`src/rtl/seg7_pkg.sv`:
```
// Shared constants, FSM encoding and the 7-segment glyph table
// for the multiplexed display driver.
package seg7_pkg;

    localparam logic [6:0] SEG_BLANK = 7'b1111111;
    localparam logic [6:0] SEG_DASH  = 7'b0111111;

    typedef enum logic [1:0] {
        ST_IDLE,
        ST_CONV,
        ST_DONE
    } state_t;

    // Active-low {g,f,e,d,c,b,a}; codes 10-15 cannot survive conversion and show blank.
    function automatic logic [6:0] seg7_pat(input logic [3:0] nib);
        logic [6:0] pat;
        case (nib)
            4'd0:    pat = 7'b1000000;
            4'd1:    pat = 7'b1111001;
            4'd2:    pat = 7'b0100100;
            4'd3:    pat = 7'b0110000;
            4'd4:    pat = 7'b0011001;
            4'd5:    pat = 7'b0010010;
            4'd6:    pat = 7'b0000010;
            4'd7:    pat = 7'b1111000;
            4'd8:    pat = 7'b0000000;
            4'd9:    pat = 7'b0010000;
            default: pat = SEG_BLANK;
        endcase
        return pat;
    endfunction

endpackage

```
`src/rtl/seg7_nib_dec.sv`:
```
// Combinational BCD nibble to active-low segment pattern.
module seg7_nib_dec
    import seg7_pkg::*;
(
    input  logic [3:0] nib,
    output logic [6:0] seg
);

    always_comb begin
        seg = seg7_pat(nib);
    end

endmodule

```
`src/rtl/seg7_scan_disp.sv`:
```
// Binary-to-BCD (double-dabble) converter feeding a time-multiplexed
// active-low 7-segment scanner with leading-zero blanking and overflow dashes.
module seg7_scan_disp
    import seg7_pkg::*;
#(
    parameter int DIGITS   = 4,
    parameter int DIN_W    = 14,
    parameter int SCAN_DIV = 50000,
    parameter int BLANK_LZ = 1
) (
    input  logic              CLK,
    input  logic              RST,
    input  logic [DIN_W-1:0]  DIN,
    input  logic              LOAD,
    output logic              BUSY,
    output logic              OVF,
    output logic [6:0]        nHEX,
    output logic [DIGITS-1:0] nAN
);

    localparam int BCD_W = 4 * DIGITS;
    localparam int CNT_W = $clog2(DIN_W + 1);
    localparam int PRE_W = $clog2(SCAN_DIV);
    localparam int IDX_W = (DIGITS > 1) ? $clog2(DIGITS) : 1;
    localparam longint unsigned MAX_VAL = longint'(10 ** DIGITS) - 1;

    state_t             state, state_nxt;
    logic [DIN_W-1:0]   bin_q;
    logic [BCD_W-1:0]   bcd_q, bcd_adj, disp_q;
    logic [CNT_W-1:0]   cnt_q;
    logic               ovf_pend;

    always_ff @(posedge CLK) begin
        if (RST) state <= ST_IDLE;
        else     state <= state_nxt;
    end

    always_comb begin
        state_nxt = state;
        case (state)
            ST_IDLE: if (LOAD) state_nxt = ST_CONV;
            ST_CONV: if (cnt_q == CNT_W'(1)) state_nxt = ST_DONE;
            ST_DONE: state_nxt = ST_IDLE;
            default: state_nxt = ST_IDLE;
        endcase
    end

    always_comb begin
        BUSY = (state != ST_IDLE);
    end

    always_comb begin
        bcd_adj = bcd_q;
        for (int unsigned i = 0; i < DIGITS; i++) begin
            if (bcd_q[4*i +: 4] >= 4'd5) bcd_adj[4*i +: 4] = bcd_q[4*i +: 4] + 4'd3;
        end
    end

    // The display register only changes in DONE, so partial BCD never reaches the pins.
    always_ff @(posedge CLK) begin
        if (RST) begin
            bin_q    <= '0;
            bcd_q    <= '0;
            cnt_q    <= '0;
            ovf_pend <= 1'b0;
            OVF      <= 1'b0;
            disp_q   <= '1;
        end else begin
            case (state)
                ST_IDLE: if (LOAD) begin
                    bin_q    <= DIN;
                    bcd_q    <= '0;
                    cnt_q    <= CNT_W'(DIN_W);
                    ovf_pend <= (64'(DIN) > MAX_VAL);
                end
                ST_CONV: begin
                    {bcd_q, bin_q} <= {bcd_adj[BCD_W-2:0], bin_q, 1'b0};
                    cnt_q          <= cnt_q - CNT_W'(1);
                end
                ST_DONE: begin
                    disp_q <= bcd_q;
                    OVF    <= ovf_pend;
                end
                default: ;
            endcase
        end
    end

    logic [PRE_W-1:0]  presc_q;
    logic [IDX_W-1:0]  idx_q, idx_nxt;
    logic              wrap;
    logic [DIGITS-1:0] upper_zero;
    logic              zero_run;
    logic [3:0]        sel_nib;
    logic [6:0]        dec_seg, seg_nxt;

    always_comb begin
        wrap    = (presc_q == PRE_W'(SCAN_DIV - 1));
        idx_nxt = idx_q;
        if (wrap) idx_nxt = (idx_q == IDX_W'(DIGITS - 1)) ? '0 : idx_q + IDX_W'(1);
    end

    // upper_zero[k]: digit k and every digit above it are zero.
    always_comb begin
        zero_run   = 1'b1;
        upper_zero = '0;
        for (int unsigned i = 0; i < DIGITS; i++) begin
            zero_run = zero_run & (disp_q[4*(DIGITS-1-i) +: 4] == 4'd0);
            upper_zero[DIGITS-1-i] = zero_run;
        end
    end

    always_comb begin
        sel_nib = disp_q[4*idx_nxt +: 4];
    end

    seg7_nib_dec u_dec (
        .nib (sel_nib),
        .seg (dec_seg)
    );

    always_comb begin
        if (OVF)
            seg_nxt = SEG_DASH;
        else if ((BLANK_LZ != 0) && (idx_nxt != '0) && upper_zero[idx_nxt])
            seg_nxt = SEG_BLANK;
        else
            seg_nxt = dec_seg;
    end

    // Outputs are driven from the next index so anode and segments switch on the same edge.
    always_ff @(posedge CLK) begin
        if (RST) begin
            presc_q <= '0;
            idx_q   <= '0;
            nHEX    <= SEG_BLANK;
            nAN     <= '1;
        end else begin
            presc_q <= wrap ? '0 : presc_q + PRE_W'(1);
            idx_q   <= idx_nxt;
            nHEX    <= seg_nxt;
            nAN     <= ~(DIGITS'(1) << idx_nxt);
        end
    end

endmodule

```
`config.mk`:
```
export PLATFORM = sky130hd
export DESIGN_NAME = seg7_scan_disp
export DESIGN_NICKNAME = d
export VERILOG_FILES = /design/src/rtl/seg7_pkg.sv /design/src/rtl/seg7_nib_dec.sv /design/src/rtl/seg7_scan_disp.sv
export SDC_FILE = /design/constraint.sdc
export NUM_CORES = 1
export LEC_CHECK = 0
export CORE_MARGIN = 1.5
export CORE_UTILIZATION = 52
export CTS_CLUSTER_SIZE = 40
export DETAILED_ROUTE_END_ITERATION = 10
export GPL_TIMING_DRIVEN = 0
export PLACE_DENSITY_LB_ADDON = 0.12
export SETUP_SLACK_MARGIN = 0.2
export SYNTH_ARGS = -nofsm -noshare
export SYNTH_HDL_FRONTEND = slang
export SYNTH_SLANG_ARGS = --single-unit
```
`constraint.sdc`:
```
create_clock -name CLK -period 2.55 [get_ports CLK]
set_clock_uncertainty 0.2 [all_clocks]
set_input_delay 0.51 -clock CLK [delete_from_list [all_inputs] [get_ports CLK]]
set_output_delay 0.51 -clock CLK [all_outputs]
set_load 0.1 [all_outputs]
```
==> metrics.cfg, run 1 <==
[run_status]
status = finished with violations
violations = setup timing

[layout]
area_growth_pct = 23.8
stdcell_count = 603
drive_gt1_share_pct = 13.4
nets = 534
diodes = 0
final_area_um2 = 4700
num-fill-cells = 587

[placed_design]
hpwl_mm = 5.78
placedCellCount = 568
place_ws_ps = -329
gp_congestion = 0.781
port_buffers = 29
placed_area_um2 = 4240

[setup_path]
path_class = flip-flop to flip-flop
slowest_stage = mux2i_1
cp-start-kind = flip-flop
crit_fanout = 5
r2r-end = nHEX[6]
worst_path_most_repeated_cell = mux2i_4
required_ps = 2600
slowest_delay_ps = 420
r2r_setup_slack_ps = -190
reg2reg_from = presc_q[0]
endpoint_kind = flip-flop
path_cells = ha_4 > and3_4 > nand4_4 > mux2i_4 > buf_6 > mux2i_1 > mux2i_4 > or2b_1 > o22ai_1 > a21oi_1
cp-endpoint = nHEX[6]
reg2reg_depth = 10
critPathArrivalTime_ps = 2790
cp-startpoint = presc_q[0]

[yosys]
synth_mux_area_share_pct = 4.71
synth_largest_area_cell = dfxtp_1
synth_compound_area_share_pct = 12.5
syn_inst = 443
yosys.cell_types.count = 41
yosysWarningCount = 0
synthTopCellsByCount = 83 x dfxtp_1, 75 x nand2_1, 39 x a21oi_1
yosys.area_share.simple_pct = 24.9
netlist.area_leader.share_pct = 43.8
synthTopCellsByArea = dfxtp_1 44%, nand2_1 7.4%, a21oi_1 5.1%
synth_area_um2 = 3800
syn_area_per_cell_um2 = 8.57
ys.flop_type = dfxtp_1
synth_edf_count = 0
synthAdderAreaFrac_pct = 4.94
syn_nets = 475
synth.most_common_cell = dfxtp_1
synth_async_sr_flop_share_pct = 0
seq_area_frac_synth_pct = 43.8
synth.ff_latch_count = 83
yosys.area_share.xor_xnor_pct = 5.07
synth_top_family_by_area = simple AND/OR/NAND/NOR gates

[global_route]
grt_overflow = 0
grt_max_degree = 15
grt_pass1_vias = 2976
grt_pass1_wl_mm = 13.5
track_usage_pct = 22.2
antenna_found_initial = 0

[route]
drt-total-wl_mm = 8.53
drt-wirelength-per-cell_um = 14.2
via_count = 3267
drt_iter0_drc = 124
antenna_left = 0
drc = 0
drtPass1Iterations = 4
vias_per_cell = 5.42

[floorplanning]
coreArea_um2 = 6940
io_pins = 30
fp.dieH_um = 88.5
dieArea_um2 = 7820
start_util_pct = 54.7
num_rows = 30
die_w_um = 88.5

[timing]
clock.fmax_mhz = 365
slew_headroom_pct = 36.0
fin_crit_sh_pct = 107
min_period_ps = 2740
fin_ws_ps = -188
rsz0062_at_grt = yes
fin_setup_tns_ps = -931
whs_ps = 260
tightest_slew_ps = 964
drv_slew = 0
hold_violations = 0
setup_viol_count_final = 7

[clock_tree]
path_clk_slew_ps = 80
clockRootBuffer = clkbuf_8
clkSinkCount = 83
worstSkewPairLatency_ps = 360
cts_buffer_depth = 2
htreeDepth = 3
tritoncts = yes
numCtsBuffers = 9

[pwr]
p_leak_nw = 1.78
ir_worst_vdd_uv = 317
p_per_area_nw_per_um2 = 561

[run]
cap_viol_max_count = 0

[worst_hold_path]
hold_class = flip-flop to flip-flop

-- worst max-delay path: cells and delay by family, from the launching register on --
family          cells  cell delay [ps]
mux                 3              890
simple gates        3              620
flops               1              340
compound gates      2              250
buf+inv             1              180
fa+ha+maj           1              150
-- repair_timing --
action / CTS / global route
setup buffers: 12 / 6
setup endpoints to repair: 30 / 28
hold buffers: 0 / 0
pin swaps: 9 / 7
cloned: 0 / 1
resized for setup: 35 / 9
hold endpoints to repair: 0 / 0
-- cell usage in the layout, fill, tap and decap left out, types with 4 or more instances in the layout --
cell	n
a21oi_1	39
a22oi_1	13
and3_1	4
buf_4	15
clkbuf_1	18
clkbuf_8	10
clkdlybuf4s50_1	16
dfxtp_1	76
dfxtp_2	6
dlygate4sd2_1	11
ha_1	14
inv_1	18
mux2i_2	4
mux2i_4	7
nand2_1	75
nand2b_1	7
nand3_1	20
nand3b_1	16
nor2_1	33
nor2b_1	4
nor3_1	10
o21ai_0	13
xnor2_1	12
xor2_1	10
-- layout make-up --
class / count / area, um2 / share of cell area, %
clock inverter: 6 / 88.8 / 1.89
multi-input combinational: 320 / 2070 / 44.0
buffer: 22 / 97.6 / 2.08
timing repair buffer: 48 / 450 / 9.58
sequential: 83 / 1670 / 35.6
tap: 96 / 120 / 2.55
inverter: 18 / 67.6 / 1.44
clock buffer: 10 / 138 / 2.93
-- flip-flops by register name, indices dropped and copies added (netlist names) --
signal    cells
nAN           4
OVF           1
disp_q       16
presc_q      16
idx_q         2
cnt_q         4
state         2
bcd_q        16
ovf_pend      1
bin_q        14
nHEX          7
-- how the worst min path moves through the flow --
| stage | start | to | slack (ps) | cells past startpoint |
|---|---|---|---|---|
| 5_1_grt | bin_q[9] | bin_q[9] | 280 | 2 |
| 3_5_place_dp | presc_q[0] | presc_q[0] | 230 | 1 |
| 6_report | bin_q[13] | bcd_q[0] | 260 | 2 |
| 2_1_floorplan | presc_q[0] | presc_q[0] | 220 | 1 |
| 4_1_cts | ovf_pend | OVF | 260 | 2 |
| 3_3_place_gp | presc_q[0] | presc_q[0] | 230 | 1 |
-- report_power, final --
group / internal [mW] / leakage (nW) / switching [mW]
clock: 0.578 / 0.108 / 0.477
combinational: 0.0855 / 0.994 / 0.144
sequential: 1.33 / 0.678 / 0.0243
total: 1.99 / 1.78 / 0.645
-- routing by layer --
layer	global-route usage, %	vias to the layer above	wire length, um	share of wire [%]
li1	-	1642	-	-
met1	26.5	1541	3830	45
met2	40.7	68	4280	50
met3	2.89	16	269	3.2
met4	8.10	0	157	1.8
met5	0	-	0	0
-- logic make-up after synthesis --
family / Yosys count
compound gates: 80
xor+xnor: 22
fa+ha+maj: 15
buf+inv: 40
flops: 83
mux: 14
simple gates: 189
-- stage by stage --
step                      util [%]  power, mW
after global routing          67.7       2.74
after CTS                     66.5       2.66
after floorplan                  -       1.52
final                         67.7       2.64
after detailed placement      61.1       1.61
after global placement        61.1       1.60
Power figures use the tool's default switching activity.
==> run 2: changes to the inputs <==
--- a/config.mk
+++ b/config.mk
@@ -13,2 +13,3 @@
 export PLACE_DENSITY_LB_ADDON = 0.12
+export RECOVER_POWER = 100
 export SETUP_SLACK_MARGIN = 0.2
--- a/constraint.sdc
+++ b/constraint.sdc
@@ -4,2 +4,2 @@
 set_output_delay 0.51 -clock CLK [all_outputs]
-set_load 0.1 [all_outputs]
+set_load 0.005 [all_outputs]
==> run 2 against run 1 <==
Net effect: the run still ends with setup timing left; via count decreased by 0.15%; sequential cell count is the same; sequential power barely moved; critical path type unchanged.
==> metrics.cfg, run 2 (synthesized netlist as in run 1, its figures left out) <==
[run_status]
status = finished with violations
violations = setup timing

[clock_tree]
worstSkewPairLatency_ps = 360
clkSinkCount = 83
cts_buffer_depth = 2
clockRootBuffer = clkbuf_8
postCtsHoldBufs = 0
numCtsBuffers = 9
tritoncts = yes
path_clk_slew_ps = 80
htreeDepth = 3

[setup_path]
worst_path_most_repeated_cell = mux2i_4
crit_fanout = 5
slowest_delay_ps = 420
required_ps = 2600
cp-start-kind = flip-flop
endpoint_kind = flip-flop
path_delay_family = multiplexers
path_buf_inv = 1
critPathArrivalTime_ps = 2790
slowest_stage = mux2i_1
path_class = flip-flop to flip-flop
path_cells = ha_4 > and3_4 > nand4_4 > mux2i_4 > buf_6 > mux2i_1 > mux2i_4 > or2b_1 > o22ai_1 > a21oi_1

[timing]
clock.fmax_mhz = 365
tightest_slew_ps = 588
fin_ws_ps = -187
drv_slew = 0
hold_violations = 0
rsz0062_at_grt = yes
fin_crit_sh_pct = 107
slew_headroom_pct = 60.8
setup_viol_count_final = 7
fin_setup_tns_ps = -925
whs_ps = 260
min_period_ps = 2740

[floorplanning]
coreArea_um2 = 6940
start_util_pct = 54.7
num_rows = 30
die_w_um = 88.5
io_pins = 30
dieArea_um2 = 7820
fp.dieH_um = 88.5

[global_route]
grt_max_degree = 15
track_usage_pct = 22.2
grt_pass1_vias = 2970
grt_pass1_wl_mm = 13.4
grt_overflow = 0
antenna_found_initial = 0

[pwr]
finalPower_mw = 2.62
p_per_area_nw_per_um2 = 555
ir_worst_vdd_uv = 306
p_leak_nw = 1.79

[route]
antenna_left = 0
vias_per_cell = 5.41
drt-total-wl_mm = 8.52
via_count = 3262
drt_iter0_drc = 124
drtPass1Iterations = 5
drc = 0
drt-wirelength-per-cell_um = 14.1

[layout]
nets = 534
drive_gt1_share_pct = 13.0
layout_common_cells = 76 x dfxtp_1, 75 x nand2_1, 39 x a21oi_1, 33 x nor2_1, 25 x clkdlybuf4s50_1
final_area_um2 = 4710
area_growth_pct = 24.1
reg.largest.list = bcd_q: 16 flops, disp_q: 16 flops, presc_q: 16 flops
layout_commonest_cell = dfxtp_1
diodes = 0

[placed_design]
port_buffers = 29
placed_area_um2 = 4240
gp_congestion = 0.781
hpwl_mm = 5.78

[worst_hold_path]
hold_class = flip-flop to flip-flop

[run]
cap_viol_max_count = 0

[run 2: stage by stage]
stage	setup WS (ps)	utilization [%]	instances
2_1_floorplan	39.2	-	443
3_3_place_gp	-294	61.1	568
3_5_place_dp	-329	61.1	568
4_1_cts	-122	66.6	596
5_1_grt	-285	67.9	603
6_report	-187	67.9	603
[run 2: cell type report]
class / count / area, um2
Fill cell: 577 / 2230
Multi-Input combinational cell: 320 / 2070
Sequential cell: 83 / 1670
Timing Repair Buffer: 48 / 462
Clock buffer: 10 / 138
Tap cell: 96 / 120
Buffer: 22 / 97.6
Clock inverter: 6 / 88.8
Inverter: 18 / 67.6
[run 2: tightest hold or removal path, cell delays in order, from the launching register on]
cell and delay [ps]:
dfxtp_1 320, nand2_1 50, a21oi_1 50
[run 2: final timing paths]
check	depth (start not counted)	slack [ps]	end	start
worst min register to register	2	260	bcd_q[0]	bin_q[13]
worst min-delay path	2	260	bcd_q[0]	bin_q[13]
worst max-delay path	10	-190	nHEX[6]	presc_q[0]
worst max register to register	10	-190	nHEX[6]	presc_q[0]
[run 2: power breakdown]
| group | internal, mW | switching (mW) |
|---|---|---|
| Combinational | 0.0862 | 0.124 |
| Sequential | 1.33 | 0.0243 |
| Clock | 0.578 | 0.477 |
[run 2: timing repair]
action	in CTS	in global routing
setup buffers	12	6
gates resized for setup	18	9
pin swaps	9	7
endpoints found under the hold margin	0	0
setup endpoints to repair	17	28
gates cloned	0	1
[run 2: routing by layer]
layer  part of all wire (%)  track usage, %  wire length, um
met3                    3.2            2.89              276
met5                      0               0                0
met2                     50            40.7             4270
met4                    1.8            8.10              157
met1                     45            26.5             3820
==> run 3: changes to the inputs <==
Settings changed: ABC_AREA set to 1, SETUP_SLACK_MARGIN 0.2 to not set.
==> run 3 against run 2 <==
Net effect: the flow now finishes without violations; core utilization down 4.5 points; global-route usage rose by 0.46 points; first-iteration DRC count rose by 24%; count of clock-buffer cells in the layout increased by 2; critical path type unchanged; largest power group unchanged; via count rose by 8.3%; critical endpoint unchanged; maximum frequency is 15% higher.
==> metrics.cfg, run 3 <==
[yosys]
synthTopCellsByArea = dfxtp_1 43%, nand2_1 11%, o21ai_0 6.7%
synth_edf_count = 0
yosys.cell_types.count = 30
syn_nets = 566
synth.most_common_cell = nand2_1
syn_area_per_cell_um2 = 7.31
synth.ff_latch_count = 83
yosysWarningCount = 0
ys.flop_type = dfxtp_1
synth_area_um2 = 3900
syn_inst = 534
synth_async_sr_flop_share_pct = 0
synthTopCellsByCount = 113 x nand2_1, 83 x dfxtp_1, 52 x o21ai_0
netlist.area_leader.share_pct = 42.6
seq_area_frac_synth_pct = 42.6
synth_largest_area_cell = dfxtp_1

[setup_path]
reg2reg_depth = 18
cp-start-kind = flip-flop
r2r-end = nHEX[6]
path_class = flip-flop to flip-flop
reg2reg_from = presc_q[1]
r2r_setup_slack_ps = 160
crit_fanout = 7
critPathArrivalTime_ps = 2430
required_ps = 2590
endpoint_kind = flip-flop

[global_route]
grt_overflow = 0
grt_pass1_wl_mm = 14.0
grt_max_degree = 14
antenna_found_initial = 0
track_usage_pct = 22.7
grt_pass1_vias = 3201

[route]
via_count = 3532
drc = 0
drt-total-wl_mm = 8.53
vias_per_cell = 5.19
drt-wirelength-per-cell_um = 12.5
drtPass1Iterations = 4
drt_iter0_drc = 154
antenna_left = 0

[layout]
drive_gt1_share_pct = 9.28
diodes = 0
num-fill-cells = 649
reg.largest.list = bcd_q: 16 flops, disp_q: 16 flops, presc_q: 16 flops
layout_common_cells = 113 x nand2_1, 82 x dfxtp_1, 52 x inv_1, 51 x a21oi_1, 51 x o21ai_0
area_growth_pct = 17.8
finalCoreUtilization_pct = 63.4
layout_commonest_cell = nand2_1
stdcell_count = 681
nets = 609

[floorplanning]
io_pins = 30
dieArea_um2 = 8040
num_rows = 31
fp.dieH_um = 89.6
coreArea_um2 = 7250
start_util_pct = 53.8
die_w_um = 89.6

[clock_tree]
htreeDepth = 3
postCtsHoldBufs = 0
cts_buffer_depth = 2
worstSkewPairLatency_ps = 360
path_clk_slew_ps = 90
tritoncts = yes
clockRootBuffer = clkbuf_8
clkSinkCount = 83
numCtsBuffers = 9

[timing]
clock.fmax_mhz = 419
hold_violations = 0
fin_crit_sh_pct = 93.7
whs_ps = 270
tightest_slew_ps = 627
min_period_ps = 2390
setup_viol_count_final = 0
drv_slew = 0
fin_setup_tns_ps = 0
slew_headroom_pct = 58.2

[pwr]
internal_power_mw = 2.02
combPwrFrac_pct = 8.1
p_per_area_nw_per_um2 = 576
clockPowerShare_pct = 40.3
switchingPower_mw = 0.627
finalPower_mw = 2.65
p_leak_nw = 1.72
seqPwrFrac_pct = 51.6
swShare_pct = 23.7
ir_worst_vdd_uv = 343

[run]
cap_viol_max_count = 0

[worst_hold_path]
hold_path_startpoint = bin_q[0]
hold_class = flip-flop to flip-flop
hold_depth = 2
hold_end = bin_q[0]

[run_status]
status = completed

[placed_design]
gp_congestion = 0.826
hpwl_mm = 6.08
port_buffers = 28
placedCellCount = 661

## run 3: what timing repair did
item	in CTS	in global routing
setup buffers	0	4
setup endpoints to repair	1	5
pin swaps	0	3
resized for setup	1	10
## run 3: worst max path at each step
stage,startpoint,endpoint,slack (ps),cells after the start
3_5_place_dp,LOAD,bin_q[9],-100,8
6_report,presc_q[1],nHEX[6],160,18
5_1_grt,presc_q[14],nHEX[6],-5,18
4_1_cts,presc_q[0],nHEX[6],20,17
2_1_floorplan,presc_q[0],nHEX[6],380,17
3_3_place_gp,LOAD,bin_q[10],-70,8
## run 3: area by class of cell
class                      count  area [um2]  share of cell area (%)
timing repair buffer          32         310                    6.75
inverter                      58         220                    4.79
multi-input combinational    376        1990                    43.3
tap                           99         124                    2.69
buffer                        17        63.8                    1.39
sequential                    83        1660                    36.2
clock inverter                 4        72.6                    1.58
clock buffer                  12         155                    3.37
## run 3: logic make-up (layout without fill, tap and decap cells)
kind of cell,count (synthesis),count (layout),share of synthesized area (%)
xor+xnor,8,8,1.79
compound gates,127,127,17.5
fa+ha+maj,15,15,4.81
flops,83,83,42.6
simple gates,226,226,26.1
buf+inv,75,123,7.21
## run 3: power groups by stage
stage	registers, mW	clock network [mW]	logic (mW)
final	1.37	1.07	0.214
after floorplan	1.39	0	0.138
after detailed placement	1.40	0	0.213
after CTS	1.37	1.08	0.214
after global routing	1.37	1.14	0.247
after global placement	1.39	0	0.209
## run 3: critical path: stages, from the launching register on
cell and delay [ps]:
dfxtp_1 390, ha_4 170, nand3_4 130, nor2_4 160
nand2_1 70, nand2_2 100, nand2_4 70, buf_4 160
nand2_1 50, nand2_1 50, nand2_2 80, nand2_4 80
ha_1 200, inv_1 70, a21oi_2 60, nand2_1 70
nand2_1 50, nand2_1 60, nand2_1 40
## run 3: through the flow
stage	setup WS [ps]	area (um2)
2_1_floorplan	375	3900
3_3_place_gp	-69.0	4310
3_5_place_dp	-97.1	4310
4_1_cts	18.9	4540
5_1_grt	-4.52	4600
6_report	161	4600
## run 3: layer usage
| metal | track usage [%] | routed length, um | vias to the layer above |
|---|---|---|---|
| met1 | 26.4 | 3950 | 1620 |
| li1 | - | - | 1846 |
| met5 | 0 | 0 | - |
| met2 | 40.0 | 4100 | 54 |
| met4 | 7.13 | 192 | 0 |
| met3 | 6.67 | 291 | 12 |
